## src/rtl/ahbl_apb_bridge_if.sv

```systemverilog
// Bus bundle between an AHB-Lite splitter port and the APB4 segment it feeds.
// The bridge connects through the "slave" modport: it is the AHB-Lite slave
// and the APB requester. The "master" modport is the opposite side, which
// drives the AHB request and answers on APB.
interface ahbl_apb_bridge_if;
    // AHB-Lite request/response
    logic        HSEL;
    logic [31:0] HADDR;
    logic [1:0]  HTRANS;
    logic        HWRITE;
    logic [2:0]  HSIZE;
    logic [31:0] HWDATA;
    logic        HREADY;
    logic        HREADYOUT;
    logic        HRESP;
    logic [31:0] HRDATA;
    // APB4 request/completion
    logic [15:0] PSEL;
    logic        PENABLE;
    logic [31:0] PADDR;
    logic        PWRITE;
    logic [31:0] PWDATA;
    logic [3:0]  PSTRB;
    logic        PREADY;
    logic [31:0] PRDATA;
    logic        PSLVERR;

    modport slave (
        input  HSEL, HADDR, HTRANS, HWRITE, HSIZE, HWDATA, HREADY,
        output HREADYOUT, HRESP, HRDATA,
        output PSEL, PENABLE, PADDR, PWRITE, PWDATA, PSTRB,
        input  PREADY, PRDATA, PSLVERR
    );

    modport master (
        output HSEL, HADDR, HTRANS, HWRITE, HSIZE, HWDATA, HREADY,
        input  HREADYOUT, HRESP, HRDATA,
        input  PSEL, PENABLE, PADDR, PWRITE, PWDATA, PSTRB,
        output PREADY, PRDATA, PSLVERR
    );
endinterface

```

## src/rtl/ahbl_apb_bridge.sv

```systemverilog
// AHB-Lite slave to APB4 bridge. Every accepted AHB transfer becomes one
// APB SETUP/ACCESS pair; the AHB response is decoded from registered state,
// and an ACCESS phase that never sees PREADY is aborted with an error.
module ahbl_apb_bridge #(
    parameter int SEL_LSB = 16,
    parameter int TIMEOUT = 255
) (
    input  logic             HCLK,
    input  logic             HRESETn,
    ahbl_apb_bridge_if.slave bus
);
    localparam logic [7:0] TIMEOUT_LAST = 8'(TIMEOUT - 1);

    typedef enum logic [2:0] {
        S_IDLE,
        S_SETUP,
        S_ACCESS,
        S_DONE,
        S_ERR1,
        S_ERR2
    } state_t;

    state_t      state_reg, state_next;
    logic        accept;
    logic        take;
    logic [7:0]  cnt_reg;
    logic [3:0]  sel_idx_reg;
    logic [31:0] paddr_reg;
    logic        pwrite_reg;
    logic [3:0]  pstrb_reg;
    logic [31:0] pwdata_reg;
    logic [31:0] hrdata_reg;
    logic        unused_bits;

    // Only NONSEQ/SEQ matter and sizes above a word are treated as a word.
    assign unused_bits = ^{bus.HTRANS[0], bus.HSIZE[2]};

    function automatic logic [3:0] write_strobe(input logic [1:0] size, input logic [1:0] lsb);
        logic [3:0] strb;
        case (size)
            2'b00:   strb = 4'b0001 << lsb;
            2'b01:   strb = lsb[1] ? 4'b1100 : 4'b0011;
            default: strb = 4'b1111;
        endcase
        return strb;
    endfunction

    assign accept = bus.HSEL & bus.HTRANS[1] & bus.HREADY;
    // New address phases are only honoured once the previous one has completed
    // cleanly; an accept during the error tail is dropped.
    assign take   = accept & ((state_reg == S_IDLE) | (state_reg == S_DONE));

    // State register.
    always_ff @(posedge HCLK or negedge HRESETn) begin
        if (!HRESETn) state_reg <= S_IDLE;
        else          state_reg <= state_next;
    end

    // Next-state decode.
    always_comb begin
        state_next = state_reg;
        case (state_reg)
            S_IDLE:   if (take) state_next = S_SETUP;
            S_SETUP:  state_next = S_ACCESS;
            S_ACCESS: begin
                if (bus.PREADY)                   state_next = bus.PSLVERR ? S_ERR1 : S_DONE;
                else if (cnt_reg == TIMEOUT_LAST) state_next = S_ERR1;
            end
            S_DONE:   state_next = take ? S_SETUP : S_IDLE;
            S_ERR1:   state_next = S_ERR2;
            S_ERR2:   state_next = S_IDLE;
            default:  state_next = S_IDLE;
        endcase
    end

    // Outputs decoded from the state register plus the latched transfer.
    always_comb begin
        bus.HREADYOUT = 1'b1;
        bus.HRESP     = 1'b0;
        bus.PSEL      = '0;
        bus.PENABLE   = 1'b0;
        bus.PWDATA    = pwdata_reg;
        case (state_reg)
            S_SETUP: begin
                bus.HREADYOUT = 1'b0;
                bus.PSEL      = 16'h0001 << sel_idx_reg;
                bus.PWDATA    = bus.HWDATA;
            end
            S_ACCESS: begin
                bus.HREADYOUT = 1'b0;
                bus.PSEL      = 16'h0001 << sel_idx_reg;
                bus.PENABLE   = 1'b1;
            end
            S_ERR1: begin
                bus.HREADYOUT = 1'b0;
                bus.HRESP     = 1'b1;
            end
            S_ERR2: bus.HRESP = 1'b1;
            default: ;
        endcase
    end

    assign bus.PADDR  = paddr_reg;
    assign bus.PWRITE = pwrite_reg;
    assign bus.PSTRB  = pstrb_reg;
    assign bus.HRDATA = hrdata_reg;

    // Transfer latches: address-phase fields on accept, write data at the end
    // of SETUP, read data on a clean completion.
    always_ff @(posedge HCLK or negedge HRESETn) begin
        if (!HRESETn) begin
            sel_idx_reg <= '0;
            paddr_reg   <= '0;
            pwrite_reg  <= 1'b0;
            pstrb_reg   <= '0;
            pwdata_reg  <= '0;
            hrdata_reg  <= '0;
        end else begin
            if (take) begin
                sel_idx_reg <= bus.HADDR[SEL_LSB +: 4];
                paddr_reg   <= bus.HADDR;
                pwrite_reg  <= bus.HWRITE;
                pstrb_reg   <= bus.HWRITE ? write_strobe(bus.HSIZE[1:0], bus.HADDR[1:0]) : 4'b0000;
            end
            if (state_reg == S_SETUP) pwdata_reg <= bus.HWDATA;
            if ((state_reg == S_ACCESS) && bus.PREADY && !bus.PSLVERR && !pwrite_reg)
                hrdata_reg <= bus.PRDATA;
        end
    end

    // Wait-state counter: cleared in SETUP, counts ACCESS cycles without PREADY.
    always_ff @(posedge HCLK or negedge HRESETn) begin
        if (!HRESETn)                                 cnt_reg <= '0;
        else if (state_reg == S_SETUP)                cnt_reg <= '0;
        else if ((state_reg == S_ACCESS) && !bus.PREADY) cnt_reg <= cnt_reg + 8'd1;
    end
endmodule

```

## src/flat_wrapper.sv

```systemverilog
// flat-port wrapper written by rule: the top's interface ports become plain ports
module ahbl_apb_bridge_flat 
#(
    parameter int SEL_LSB = 16,
    parameter int TIMEOUT = 255
)
  (HCLK, HRESETn, bus_HSEL, bus_HADDR, bus_HTRANS, bus_HWRITE, bus_HSIZE, bus_HWDATA, bus_HREADY, bus_HREADYOUT, bus_HRESP, bus_HRDATA, bus_PSEL, bus_PENABLE, bus_PADDR, bus_PWRITE, bus_PWDATA, bus_PSTRB, bus_PREADY, bus_PRDATA, bus_PSLVERR);
  ahbl_apb_bridge_if bus_i ();
  input  logic HCLK;
  input  logic HRESETn;
  input wire logic [$bits(bus_i.HSEL)-1:0] bus_HSEL;
  input wire logic [$bits(bus_i.HADDR)-1:0] bus_HADDR;
  input wire logic [$bits(bus_i.HTRANS)-1:0] bus_HTRANS;
  input wire logic [$bits(bus_i.HWRITE)-1:0] bus_HWRITE;
  input wire logic [$bits(bus_i.HSIZE)-1:0] bus_HSIZE;
  input wire logic [$bits(bus_i.HWDATA)-1:0] bus_HWDATA;
  input wire logic [$bits(bus_i.HREADY)-1:0] bus_HREADY;
  output wire logic [$bits(bus_i.HREADYOUT)-1:0] bus_HREADYOUT;
  output wire logic [$bits(bus_i.HRESP)-1:0] bus_HRESP;
  output wire logic [$bits(bus_i.HRDATA)-1:0] bus_HRDATA;
  output wire logic [$bits(bus_i.PSEL)-1:0] bus_PSEL;
  output wire logic [$bits(bus_i.PENABLE)-1:0] bus_PENABLE;
  output wire logic [$bits(bus_i.PADDR)-1:0] bus_PADDR;
  output wire logic [$bits(bus_i.PWRITE)-1:0] bus_PWRITE;
  output wire logic [$bits(bus_i.PWDATA)-1:0] bus_PWDATA;
  output wire logic [$bits(bus_i.PSTRB)-1:0] bus_PSTRB;
  input wire logic [$bits(bus_i.PREADY)-1:0] bus_PREADY;
  input wire logic [$bits(bus_i.PRDATA)-1:0] bus_PRDATA;
  input wire logic [$bits(bus_i.PSLVERR)-1:0] bus_PSLVERR;
  assign bus_i.HSEL = bus_HSEL;
  assign bus_i.HADDR = bus_HADDR;
  assign bus_i.HTRANS = bus_HTRANS;
  assign bus_i.HWRITE = bus_HWRITE;
  assign bus_i.HSIZE = bus_HSIZE;
  assign bus_i.HWDATA = bus_HWDATA;
  assign bus_i.HREADY = bus_HREADY;
  assign bus_HREADYOUT = bus_i.HREADYOUT;
  assign bus_HRESP = bus_i.HRESP;
  assign bus_HRDATA = bus_i.HRDATA;
  assign bus_PSEL = bus_i.PSEL;
  assign bus_PENABLE = bus_i.PENABLE;
  assign bus_PADDR = bus_i.PADDR;
  assign bus_PWRITE = bus_i.PWRITE;
  assign bus_PWDATA = bus_i.PWDATA;
  assign bus_PSTRB = bus_i.PSTRB;
  assign bus_i.PREADY = bus_PREADY;
  assign bus_i.PRDATA = bus_PRDATA;
  assign bus_i.PSLVERR = bus_PSLVERR;
  ahbl_apb_bridge #(.SEL_LSB(SEL_LSB), .TIMEOUT(TIMEOUT)) u_core (.HCLK(HCLK), .HRESETn(HRESETn), .bus(bus_i));
endmodule
```

## config.mk

```make
export PLATFORM = sky130hd
export DESIGN_NAME = ahbl_apb_bridge_flat
export DESIGN_NICKNAME = d
export VERILOG_FILES = /design/src/rtl/ahbl_apb_bridge_if.sv /design/src/rtl/ahbl_apb_bridge.sv /design/src/flat_wrapper.sv
export SDC_FILE = /design/constraint.sdc
export NUM_CORES = 1
export LEC_CHECK = 0
export ABC_AREA = 1
export CORE_ASPECT_RATIO = 0.9
export CORE_MARGIN = 2
export CORE_UTILIZATION = 44
export CTS_BUF_LIST = sky130_fd_sc_hd__clkbuf_8 sky130_fd_sc_hd__clkbuf_16
export DETAILED_ROUTE_END_ITERATION = 8
export HOLD_SLACK_MARGIN = 0.1
export PLACE_DENSITY = 0.89
export SKIP_LAST_GASP = 1
export SLEW_MARGIN = 30
export SYNTH_ARGS = -nofsm -noshare
export SYNTH_HDL_FRONTEND = slang
export SYNTH_SLANG_ARGS = --single-unit
```

## constraint.sdc

```tcl
create_clock -name HCLK -period 3.45 [get_ports HCLK]
set_clock_uncertainty 0.1 [all_clocks]
set_input_delay 0.345 -clock HCLK [delete_from_list [all_inputs] [get_ports HCLK]]
set_output_delay 0.345 -clock HCLK [all_outputs]
set_load 0.01 [all_outputs]
```

==> metrics <==
sequential share of power=35.2%; Final ANT Viol Nets=0; final instance area=7376 sq um; worst hold path endpoint=u_core.pwdata_reg[19]; most frequent cell after synthesis=nand2_1; Hold Path Stages=2; final setup vio count=0; Die Wd=113.9 um; synthesis-stage register bit count=112; Psw=2.448 mW; gr ovfl total=0; max-slew violation count=0; Leak=3.538 nW; CTS sink cnt=112; Internal Pwr Total=4.098 mW; Hold Path Origin=u_core.pwdata_reg[19]; Hold Crit Class=flip-flop to flip-flop; # DRC=0; latest clock arrival within the worst-skew pair=350 ps; cell taking the most area after synthesis=dfrtp_1; vias post-DR=4549; maximum clock path buffer count=2; Max-Cap Viols=0; depth of the CTS H-tree=3; Worst Path Buf+Inv=4; drt wl/cell=14.18 um; EDFF count, synth=0; First-pass DRT Iterations=5; row cnt=36; fmax=368.1 MHz; vias in the first global route=4434; CP endpoint kind=output pin; die area=11720 sq um; Final #Nets=902; power density over cell area=887.5 nW/um^2; reg-to-reg startpoint=u_core.state_reg[0]; Comb pwr share=49.3%; top cells by area in the synthesized netlist=dfrtp_1 (59%), nand2_1 (23%), o21ai_0 (3.6%); root buf cell=clkbuf_16; Synth Instances=575; Post-synth top cells=nand2_1 (287), dfrtp_1 (112), o21ai_0 (34); CP cell instances=inv_2 > nand3_2 > nand2_1 > inv_2 > nor2_1 > inv_2 > nor2_1 > clkdlybuf4s50_1; Setup Fix Bufs, Post-CTS=0; Final Hold Fails=0; final worst-path cycle share=78.74%; CP startpoint kind=flip-flop; routed vias/inst=4.891; Sw Share=37.40%; Num CTS Buffers=9; cell mode on critical path=inv_2; Min Hold Slack=379.3 ps; Core ar.=10720 sq um; CTS tree=yes; CP arrival=2270 ps; prevailing post-synth register cell=dfrtp_1; initial core utilization=44.60%; Slew Limit Headroom=49.44%; Seq/Total Area, Yosys=58.62%; slowest cell on the critical path=clkdlybuf4s50_1; peak supply drop=0.0005313 V; synthesized area=4781 sq um; flop-to-flop setup slack=1450 ps; first-pass GRT wire length=20.58 mm; R2R depth=7; synthesized area per cell=8.314 sq um; crit-path leading delay family=buffers and inverters; die height=102.9 um; pre-CTS setup slack=1029 ps; layout cells sized above 1=4.893%; status=finished, final reports clean; Critical R2R Capture=u_core.bus.HRDATA[22]; fraction of registers with async set/reset=100.0%; num ports=228; Layout fillers=799; Total GRT Usage=22.29%; max incr delay on CP=560 ps; Detail Placement HPWL=9.521 mm; RSZ-0062 raised after global routing=no; setup TNS=0 ps; Synth warnings=0; fin crit period=2717 ps; # port buffers=225; initial antenna violation count=0; largest net degree at the start of global routing=59; post-route setup slack=733.4 ps; measured slew at the worst slew-check pin=758.3 ps; crit path kind=flip-flop to output pin; Final Wtd Congestion=0.8852; crit-path max FO=4; DP Area=7077 sq um; Post-Synthesis Net Count=685; antenna cells=0; synth unique cells=22; Clock Power Share=15.5%; Routed WL=13.19 mm; top-area cell type share of the netlist area=58.62%; Worst Path Required=3000 ps; Area Overhead vs Synth=54.28%; Worst-path clk slew=80 ps; 1st-iter DRT viols=239
## worst register-to-register path, cell delays in order (launching register included)
cell and delay, ps:
dfrtp_1 430, inv_2 130, nand3_4 110, nor2_4 110
inv_2 220, nor2_4 590, nand2_1 140, nand2_1 110
## layout make-up
type                            count  area, sq um  share of cell area [%]
Clock buffer                        9        225.2                   3.053
Clock inverter                      7        62.56                  0.8482
Inverter                           34        127.6                   1.730
Multi-Input combinational cell    406         1695                   22.99
Sequential cell                   112         2804                   38.02
Tap cell                          133        166.4                   2.256
Timing Repair Buffer              229         2295                   31.11
## per-stage QoR
step | std cells | total power [mW] | utilization, %
finish | 930 | 6.546 | 68.80
global route | 930 | 7.004 | 68.80
CTS | 930 | 6.605 | 68.79
detailed placement | 913 | 5.556 | 66.01
global placement | 913 | 5.430 | 66.01
floorplan | 575 | 3.670 | -
## kinds of logic after synthesis
group                    Yosys count  synth area share (%)
AO/OA/AOI/OAI                     49                 5.129
adder cells (fa/ha/maj)            2                0.5233
buffers and inverters             57                 5.915
flip-flops                       112                 58.62
AND/OR/NAND/NOR                  355                 29.81
## what timing repair did
| action | 4_1_cts | 5_1_grt |
|---|---|---|
| endpoints found under the hold margin | 57 | 0 |
| hold buffers | 1 | 0 |
| resized for setup | 0 | 0 |
## placed cells by master, fill, tap and decap left out
cell type        instances
a21oi_1                  2
buf_12                   1
buf_4                    3
clkbuf_16                9
clkdlybuf4s50_1        224
clkinv_4                 1
clkinvlp_4               3
dfrtp_1                111
dfrtp_2                  1
dlygate4sd3_1            1
ha_1                     2
inv_1                   25
inv_2                    9
inv_6                    1
inv_8                    2
nand2_1                287
nand2_2                  1
nand3_1                 16
nand3_2                  1
nand3_4                  1
nand4_1                  6
nor2_1                  33
nor2_2                   2
nor2_4                   3
nor3_1                   4
o21ai_0                 34
o21ai_1                 13
or2_2                    1
## per-layer routing
metal  up-vias  track usage [%]  wire length [um]
li1       2203                -                 -
met1      2118            25.11              5294
met2       198            38.28              6364
met3        30            8.642              1207
met4         0            9.662               325
met5         -                0                 0
## how the worst max path moves through the flow
stage	start	endpoint	slack (ps)	depth (start not counted)
after floorplan	u_core.state_reg[1]	bus_PSEL[11]	1820	7
after global placement	bus_PREADY	u_core.bus.HRDATA[29]	1100	9
after detailed placement	bus_PREADY	u_core.bus.HRDATA[30]	1030	9
after CTS	u_core.state_reg[1]	bus_PWDATA[11]	740	6
after global routing	u_core.state_reg[1]	bus_PWDATA[11]	600	6
final	u_core.state_reg[1]	bus_PSEL[12]	730	8
## power by group through the flow
stage | Clock [mW] | Combinational [mW] | Sequential (mW)
floorplan | 0 | 1.24 | 2.43
global placement | 0 | 3.15 | 2.28
detailed placement | 0 | 3.24 | 2.32
CTS | 1.04 | 3.26 | 2.30
global route | 1.09 | 3.54 | 2.38
finish | 1.01 | 3.23 | 2.30
Power figures use the tool's default switching activity.
